## config.mk

```make
export PLATFORM = sky130hd
export DESIGN_NAME = seg_scan6
export DESIGN_NICKNAME = d
export VERILOG_FILES = /design/src/rtl/seg_scan6.sv
export SDC_FILE = /design/constraint.sdc
export NUM_CORES = 1
export LEC_CHECK = 0
export ABC_AREA = 1
export CORE_UTILIZATION = 40
export DETAILED_ROUTE_END_ITERATION = 12
export PLACE_DENSITY_LB_ADDON = 0.12
export RECOVER_POWER = 50
export SYNTH_ARGS = -nofsm -noshare
export SYNTH_HDL_FRONTEND = slang
export SYNTH_SLANG_ARGS = --single-unit
```

## constraint.sdc

```tcl
create_clock -name CLK -period 2.45 [get_ports CLK]
set_clock_uncertainty 0.15 [all_clocks]
set_input_delay 0.6125 -clock CLK [delete_from_list [all_inputs] [get_ports CLK]]
set_output_delay 0.6125 -clock CLK [all_outputs]
set_load 0.005 [all_outputs]
```

## src/rtl/seg_scan6.sv

```systemverilog
// Six-digit multiplexed 7-segment scanner with frame-synchronous digit update, leading-zero and anti-ghost blanking.
// Outputs lag the scan state by one cycle; no backpressure: load is always accepted and the last write before frame end wins.
module seg_scan6 #(
    parameter int DIV      = 1000,
    parameter bit BLANK_LZ = 1'b1
) (
    input  logic       CLK,
    input  logic       RST_n,
    input  logic       load,
    input  logic [3:0] d6,
    input  logic [3:0] d5,
    input  logic [3:0] d4,
    input  logic [3:0] d3,
    input  logic [3:0] d2,
    input  logic [3:0] d1,
    input  logic [5:0] dp_in,
    output logic [6:0] seg,
    output logic       dp,
    output logic [5:0] an,
    output logic       pending,
    output logic       frame_done
);
    localparam int CW = (DIV > 1) ? $clog2(DIV) : 1;

    typedef enum logic [2:0] {DIGIT0, DIGIT1, DIGIT2, DIGIT3, DIGIT4, DIGIT5} state_t;

    state_t        state, state_nxt;
    logic [CW-1:0] cnt, cnt_nxt;
    logic          cnt_wrap;
    logic          frame_end;
    logic [2:0]    idx;

    logic [23:0]   sh_dig, disp_dig, sh_dig_nxt;
    logic [5:0]    sh_dp, disp_dp, sh_dp_nxt;
    logic          pend_nxt;

    logic [3:0]    cur_digit;
    logic          cur_blank;
    logic          cur_dp;
    logic          zero_run;

    function automatic logic [6:0] seg_decode(input logic [3:0] v);
        case (v)
            4'd0:    seg_decode = 7'h3F;
            4'd1:    seg_decode = 7'h06;
            4'd2:    seg_decode = 7'h5B;
            4'd3:    seg_decode = 7'h4F;
            4'd4:    seg_decode = 7'h66;
            4'd5:    seg_decode = 7'h6D;
            4'd6:    seg_decode = 7'h7D;
            4'd7:    seg_decode = 7'h07;
            4'd8:    seg_decode = 7'h7F;
            4'd9:    seg_decode = 7'h6F;
            4'd10:   seg_decode = 7'h40;
            default: seg_decode = 7'h00;
        endcase
    endfunction

    assign cnt_wrap  = (cnt == CW'(DIV - 1));
    assign frame_end = cnt_wrap && (state == DIGIT5);
    assign idx       = state;

    // Six-state digit ring; each state dwells DIV cycles
    always_comb begin
        state_nxt = state;
        cnt_nxt   = cnt + 1'b1;
        if (cnt_wrap) begin
            cnt_nxt = '0;
            case (state)
                DIGIT0:  state_nxt = DIGIT1;
                DIGIT1:  state_nxt = DIGIT2;
                DIGIT2:  state_nxt = DIGIT3;
                DIGIT3:  state_nxt = DIGIT4;
                DIGIT4:  state_nxt = DIGIT5;
                default: state_nxt = DIGIT0;
            endcase
        end
    end

    always_ff @(posedge CLK or negedge RST_n) begin
        if (!RST_n) begin
            state <= DIGIT0;
            cnt   <= '0;
        end else begin
            state <= state_nxt;
            cnt   <= cnt_nxt;
        end
    end

    // A load on the frame-end edge flows straight through to disp
    always_comb begin
        sh_dig_nxt = load ? {d6, d5, d4, d3, d2, d1} : sh_dig;
        sh_dp_nxt  = load ? dp_in : sh_dp;
        pend_nxt   = load | pending;
    end

    always_comb begin
        cur_digit = '0;
        cur_blank = 1'b0;
        cur_dp    = 1'b0;
        zero_run  = 1'b1;
        for (int i = 0; i < 6; i++) begin
            zero_run = zero_run & (disp_dig[20-4*i +: 4] == 4'd0);
            if (idx == 3'(i)) begin
                cur_digit = disp_dig[20-4*i +: 4];
                cur_blank = BLANK_LZ && zero_run && (i != 5);
                cur_dp    = disp_dp[5-i];
            end
        end
    end

    always_ff @(posedge CLK or negedge RST_n) begin
        if (!RST_n) begin
            sh_dig     <= '0;
            sh_dp      <= '0;
            disp_dig   <= '0;
            disp_dp    <= '0;
            pending    <= 1'b0;
            frame_done <= 1'b0;
            an         <= 6'b111111;
            seg        <= '0;
            dp         <= 1'b0;
        end else begin
            sh_dig     <= sh_dig_nxt;
            sh_dp      <= sh_dp_nxt;
            frame_done <= frame_end;
            if (frame_end && pend_nxt) begin
                disp_dig <= sh_dig_nxt;
                disp_dp  <= sh_dp_nxt;
                pending  <= 1'b0;
            end else begin
                pending  <= pend_nxt;
            end
            an  <= (cnt == '0) ? 6'b111111 : ~(6'b100000 >> idx);
            seg <= cur_blank ? 7'h00 : seg_decode(cur_digit);
            dp  <= cur_dp;
        end
    end
endmodule

```

* Word level (Yosys, flattened, before mapping) *
Memories as Yosys holds them, arrays and structs flattened.
Cells that the tools add are included.

word-level totals
  register bits after elaboration = 89
  memory bits (read-only) = 112
  input bits = 33
  output and inout bits = 16
  logic and storage cells = 60
  memories = 1

cells by class
  add/sub/neg operators = 1
  eq/ne operators = 6
  shift-type cells = 1
  mux-type cells = 25
  bitwise logic cells = 6
  reductions and logical operators = 9

memory list
  memory            words  bits a word  rd ports  clocked after Yosys merged registers in  wr ports  line  RTL
  (name not given)  16     7            1         0                                        0         43    case (v)

operators with widths
  operator               count
  $mux 24                1
  $mux 4                 6
  $logic_not 4->1        5
  $pmux 3 s5             1
  $mux 1                 13
  $mux 6                 2
  $add 10x1->10 const B  1
  $eq 10x10->1 const B   1
  $logic_not 10->1       1
  $mux 10                1
  $mux 7                 1
  $eq 3x2->1 const B     2
  $eq 3x3->1 const B     2
  $not 6->6              1
  $shr 6x3->6 const A    1
  $and 1x1->1            4
  $eq 3x1->1 const B     1
  $logic_not 3->1        1
  $logic_and 1x1->1      2
  $or 1x1->1             1

* Depth between registers and ports, before layout *
Gate-level depths: netlist of the first run.
An unclocked memory read counts as a cell.

  word-level depth = 9
  depth in mapped cells = 14
  gate-level depth less buffers = 13

* Worst setup path before layout of the first run *
OpenSTA, ideal clock, no wires.

  path type = register -> register
  start point = reg state[1], in the netlist idx[1]
  end point = reg seg[3]
  arrival = 1.771 ns
  data required time = 2.179 ns
  path slack = 0.408 ns
  stages on the path, launching flop included = 15
  path through = dfrtp_1 buf_2 inv_2 nand2_1 nor2_1 inv_2 nor2_1 a21oi_1 inv_1 ha_1 inv_1 nand2_1 inv_1 nor2_1 nor2_1

between the ends
  word-level cells in the longest chain between the ends = 9

RTL lines
  what                      line  RTL
  start: declaration        27    state_t state, state_nxt;
  start signal: assignment  85    state <= state_nxt;
  $logic_not 3->1           104   if (idx == 3'(i)) begin
  $mux 4 (6 in series)      104
  $mem_v2 16x7              --
  $mux 7 (*)                135   seg <= cur_blank ? 7'h00 : seg_decode(cur_digit);
  end signal: assignment    135
  end: declaration          17    output logic [6:0] seg,

Every way passes the cells marked *; elsewhere a longest branch is shown, timed or not.
A chain may end at the register's enable or synchronous reset.

* Final worst setup path of the first run *
  start point = reg cnt[0]
  end point = reg disp_dig[14]

between the ends
  word-level cells in the longest chain between the ends = 3

RTL lines
  what                      line  RTL
  start: declaration        28    logic [CW-1:0] cnt, cnt_nxt;
  start signal: assignment  86    cnt <= cnt_nxt;
  $eq 10x10->1              59    assign cnt_wrap = (cnt == CW'(DIV - 1));
  $logic_and 1x1->1         60    assign frame_end = cnt_wrap && (state == DIGIT5);
  $logic_and 1x1->1         127   if (frame_end && pend_nxt) begin
  end signal: assignment    128   disp_dig <= sh_dig_nxt;
  end: declaration          33    logic [23:0] sh_dig, disp_dig, sh_dig_nxt;

Every way passes these cells.

==> impl_metrics.yaml, run 1 <==
status:
  status: "finished, final reports clean"
die:
  start_util: 0.413
  dieWidth_um: 102
  die-area_um2: 10500
  chipHeight_um: 102
  io_pins: 49
  core_um2: 9770
  num_rows: 36
cts:
  clk_latency_ns: 0.36
  cts_made_buffers: 9
  cts.path.max_buffers: 2
  htreeDepth: 3
  clock-sinks: 89
  cts.clk_slew.worst_paths_ns: 0.09
  hold_buffers: 0
  cts_tree: "done"
  cts_root_buffer: "clkbuf_8"
global_routing:
  grt_pass1_wl_um: 14700
  antenna_found_initial: 0
  grt_pass1_vias: 3046
  grt_use_total: 0.180
  grt_max_degree: 53
  grt_overflow: 0
routing:
  vias: 3212
  drc_errors: 0
  drt-pass1-iter-count: 4
  wirelength_um: 8330
  post_drt_wl_per_cell_um: 12.2
  viasPerCell: 4.72
  ant_nets: 0
  drt_first_iter_violations: 86
setup_path:
  crit_slowest_cell: "dfrtp_1"
  critPathMaxFanout: 30
  cpMostUsedCell: "nand2_1"
  path_buf_inv: 1
  end_kind: "flop"
  reg2reg_slack_ns: 0.23
  crit_arrival_ns: 2.32
  critical-path-max-stage-delay_ns: 0.42
  crit_type: "flop to flop"
  path_cells: "ha_1, nand2_1, nor4_4, inv_4, nor2_8, nand2_4, nand2_1, nand2_1"
  startpoint_type: "flop"
  cp.required_ns: 2.55
  crit_family: "simple AND/OR/NAND/NOR gates"
synth:
  seq_area_frac_synth: 0.554
  ys_top_cells_by_area: "dfrtp_1 51%, nand2_1 19%, nand3_1 5.3%"
  synth.avg_cell_area_um2: 8.23
  yosysTopAreaCell: "dfrtp_1"
  synth-seq-cells: 89
  synthCells: 490
  syn-cell-area_um2: 4030
  synth_cell_types: 30
  synth_top_area_frac: 0.515
  synth_nets: 530
  yosys_warnings: 0
timing:
  finalMaxSlewViolations: 0
  fin_tns_setup_ns: 0
  fin_ws_ns: 0.230
  fin_crit_sh: 0.906
  finalSetupViolations: 0
  slew_headroom: 0.375
  report.final.hold_viol_count: 0
  timing.final.crit_period_ns: 2.22
  fmax_ghz: 0.450
  rsz0062_at_grt: "false"
  worst-slew-pin-transition_ns: 0.937
place:
  port_buffers: 48
  pre_cts_ws_ns: 0.0679
  routabilityCongestion: 0.832
  dp_hpwl_um: 6150
power:
  switching_power_mw: 0.637
  swShare: 0.234
  peakVddDrop_mv: 0.315
  powerDensity_nw_per_um2: 560
  p_seq_frac: 0.560
  p_leak_nw: 2.59
  p_int_mw: 2.08
  power_frac_comb: 0.057
  clock_power_share: 0.384
min_path:
  hold_class: "primary input to asynchronous set/reset pin"
layout:
  fill_cells: 1003
  diodes: 0
  nets: 583
  area_delta_synth_final_pct: 20.4
  layout-drive-gt1-share: 0.0894
job:
  drv_cap: 0
## stage by stage
| stage | total power, mW | utilization | hold WS, ns | cells | cell area, um2 |
|---|---|---|---|---|---|
| 3_3_place_gp | 1.71 | 0.477 | 0.308 | 665 | 4660 |
| 3_5_place_dp | 1.72 | 0.477 | 0.308 | 665 | 4660 |
| 5_1_grt | 2.84 | 0.497 | 0.314 | 681 | 4860 |
| 2_1_floorplan | 1.61 | - | 0.167 | 490 | 4030 |
| 4_1_cts | 2.76 | 0.498 | 0.0704 | 681 | 4870 |
| 6_report | 2.72 | 0.497 | 0.220 | 681 | 4860 |
## layer usage
layer,GRT usage,share of wire,up-vias
li1,-,-,1649
met1,0.263,0.51,1497
met2,0.272,0.44,57
met3,0.0328,0.031,9
met4,0.0527,0.012,0
met5,0,0,-
## worst register-to-register path, stage by stage (launching register included)
cell     delay, ns
dfrtp_1       0.42
ha_1          0.20
nand2_1       0.12
nor4_4        0.36
inv_4         0.11
nor2_8        0.29
nand2_4       0.27
nand2_1       0.14
nand2_1       0.05
## final cells by class
| cell class | instances | area [um2] | area share |
|---|---|---|---|
| Tap cell | 133 | 166 | 0.0343 |
| Clock buffer | 10 | 138 | 0.0283 |
| Inverter | 36 | 138 | 0.0283 |
| Multi-Input combinational cell | 347 | 1550 | 0.320 |
| Sequential cell | 89 | 2240 | 0.460 |
| Timing Repair Buffer | 60 | 562 | 0.116 |
| Clock inverter | 6 | 65.1 | 0.0134 |
## final timing paths
| check | cells after the start | startpoint | to |
|---|---|---|---|
| min in group CLK | 2 | sh_dig[10] | sh_dig[10] |
| worst max register to register | 8 | cnt[0] | disp_dig[14] |
| max in group asynchronous | 2 | RST_n | idx[1] |
| worst min register to register | 2 | sh_dig[10] | sh_dig[10] |
| worst max-delay path | 8 | cnt[0] | disp_dig[14] |
| worst min-delay path | 1 | RST_n | cnt[5] |
## state kept, by name (all words and copies together) (netlist names), 3 cells and up
| register | cells |
|---|---|
| seg | 7 |
| idx | 3 |
| sh_dp | 6 |
| an | 6 |
| disp_dp | 6 |
| cnt | 10 |
| sh_dig | 24 |
| disp_dig | 24 |
## synth_stat cells
master,count
nor2_8,1
nand2_1,205
o22ai_1,1
or2_1,1
a21oi_1,9
ha_1,7
o21bai_1,1
nor4_1,1
a221oi_1,1
inv_1,30
and3_1,1
nor4_4,1
a31oi_1,1
nand2_4,1
nand2_2,1
nand4_2,1
inv_2,5
nor3_1,10
buf_6,6
nand3_1,43
inv_4,1
o21ai_0,7
o21ai_1,3
dfrtp_1,83
clkbuf_1,9
xor2_1,1
dfstp_2,6
buf_2,3
nand4_1,5
nor2_1,45
## cell usage in the layout (no fill, tap or decap), types with 6 or more instances in the layout
| master | n |
|---|---|
| nand2_1 | 206 |
| nor3_1 | 10 |
| dfstp_2 | 6 |
| clkdlybuf4s50_1 | 46 |
| inv_1 | 30 |
| ha_1 | 7 |
| dfrtp_1 | 82 |
| clkbuf_8 | 10 |
| nand3_1 | 43 |
| o21ai_0 | 7 |
| buf_4 | 10 |
| a21oi_1 | 8 |
| nor2_1 | 42 |
## logic make-up (layout without fill, tap and decap cells)
logic type / after synthesis / count (layout) / share of synthesized area
AND/OR/NAND/NOR: 316 / 316 / 0.328
flip-flops: 89 / 89 / 0.554
buffers and inverters: 54 / 112 / 0.0630
AO/OA/AOI/OAI: 23 / 23 / 0.0307
adder cells (fa/ha/maj): 7 / 7 / 0.0217
XOR/XNOR: 1 / 1 / 0.00217
## power groups by stage
| stage | Clock, mW | Combinational [mW] | Sequential, mW |
|---|---|---|---|
| floorplan | 0 | 0.0590 | 1.55 |
| global route | 1.13 | 0.178 | 1.53 |
| finish | 1.04 | 0.154 | 1.52 |
| detailed placement | 0 | 0.164 | 1.55 |
| CTS | 1.07 | 0.164 | 1.52 |
| global placement | 0 | 0.161 | 1.55 |
## what timing repair did
item | in CTS | in global routing
gates resized for setup | 0 | 5
setup buffers | 0 | 0
endpoints found under the setup margin | 0 | 31
(Power assumes the default switching activity.)
==> run 2: changes to the inputs <==
Settings changed: CTS_BUF_LIST from default to sky130_fd_sc_hd__clkbuf_8 sky130_fd_sc_hd__clkbuf_16.
==> results of run 2 <==
Same layout as run 1: the final DEF is identical, and so are final timing and power.
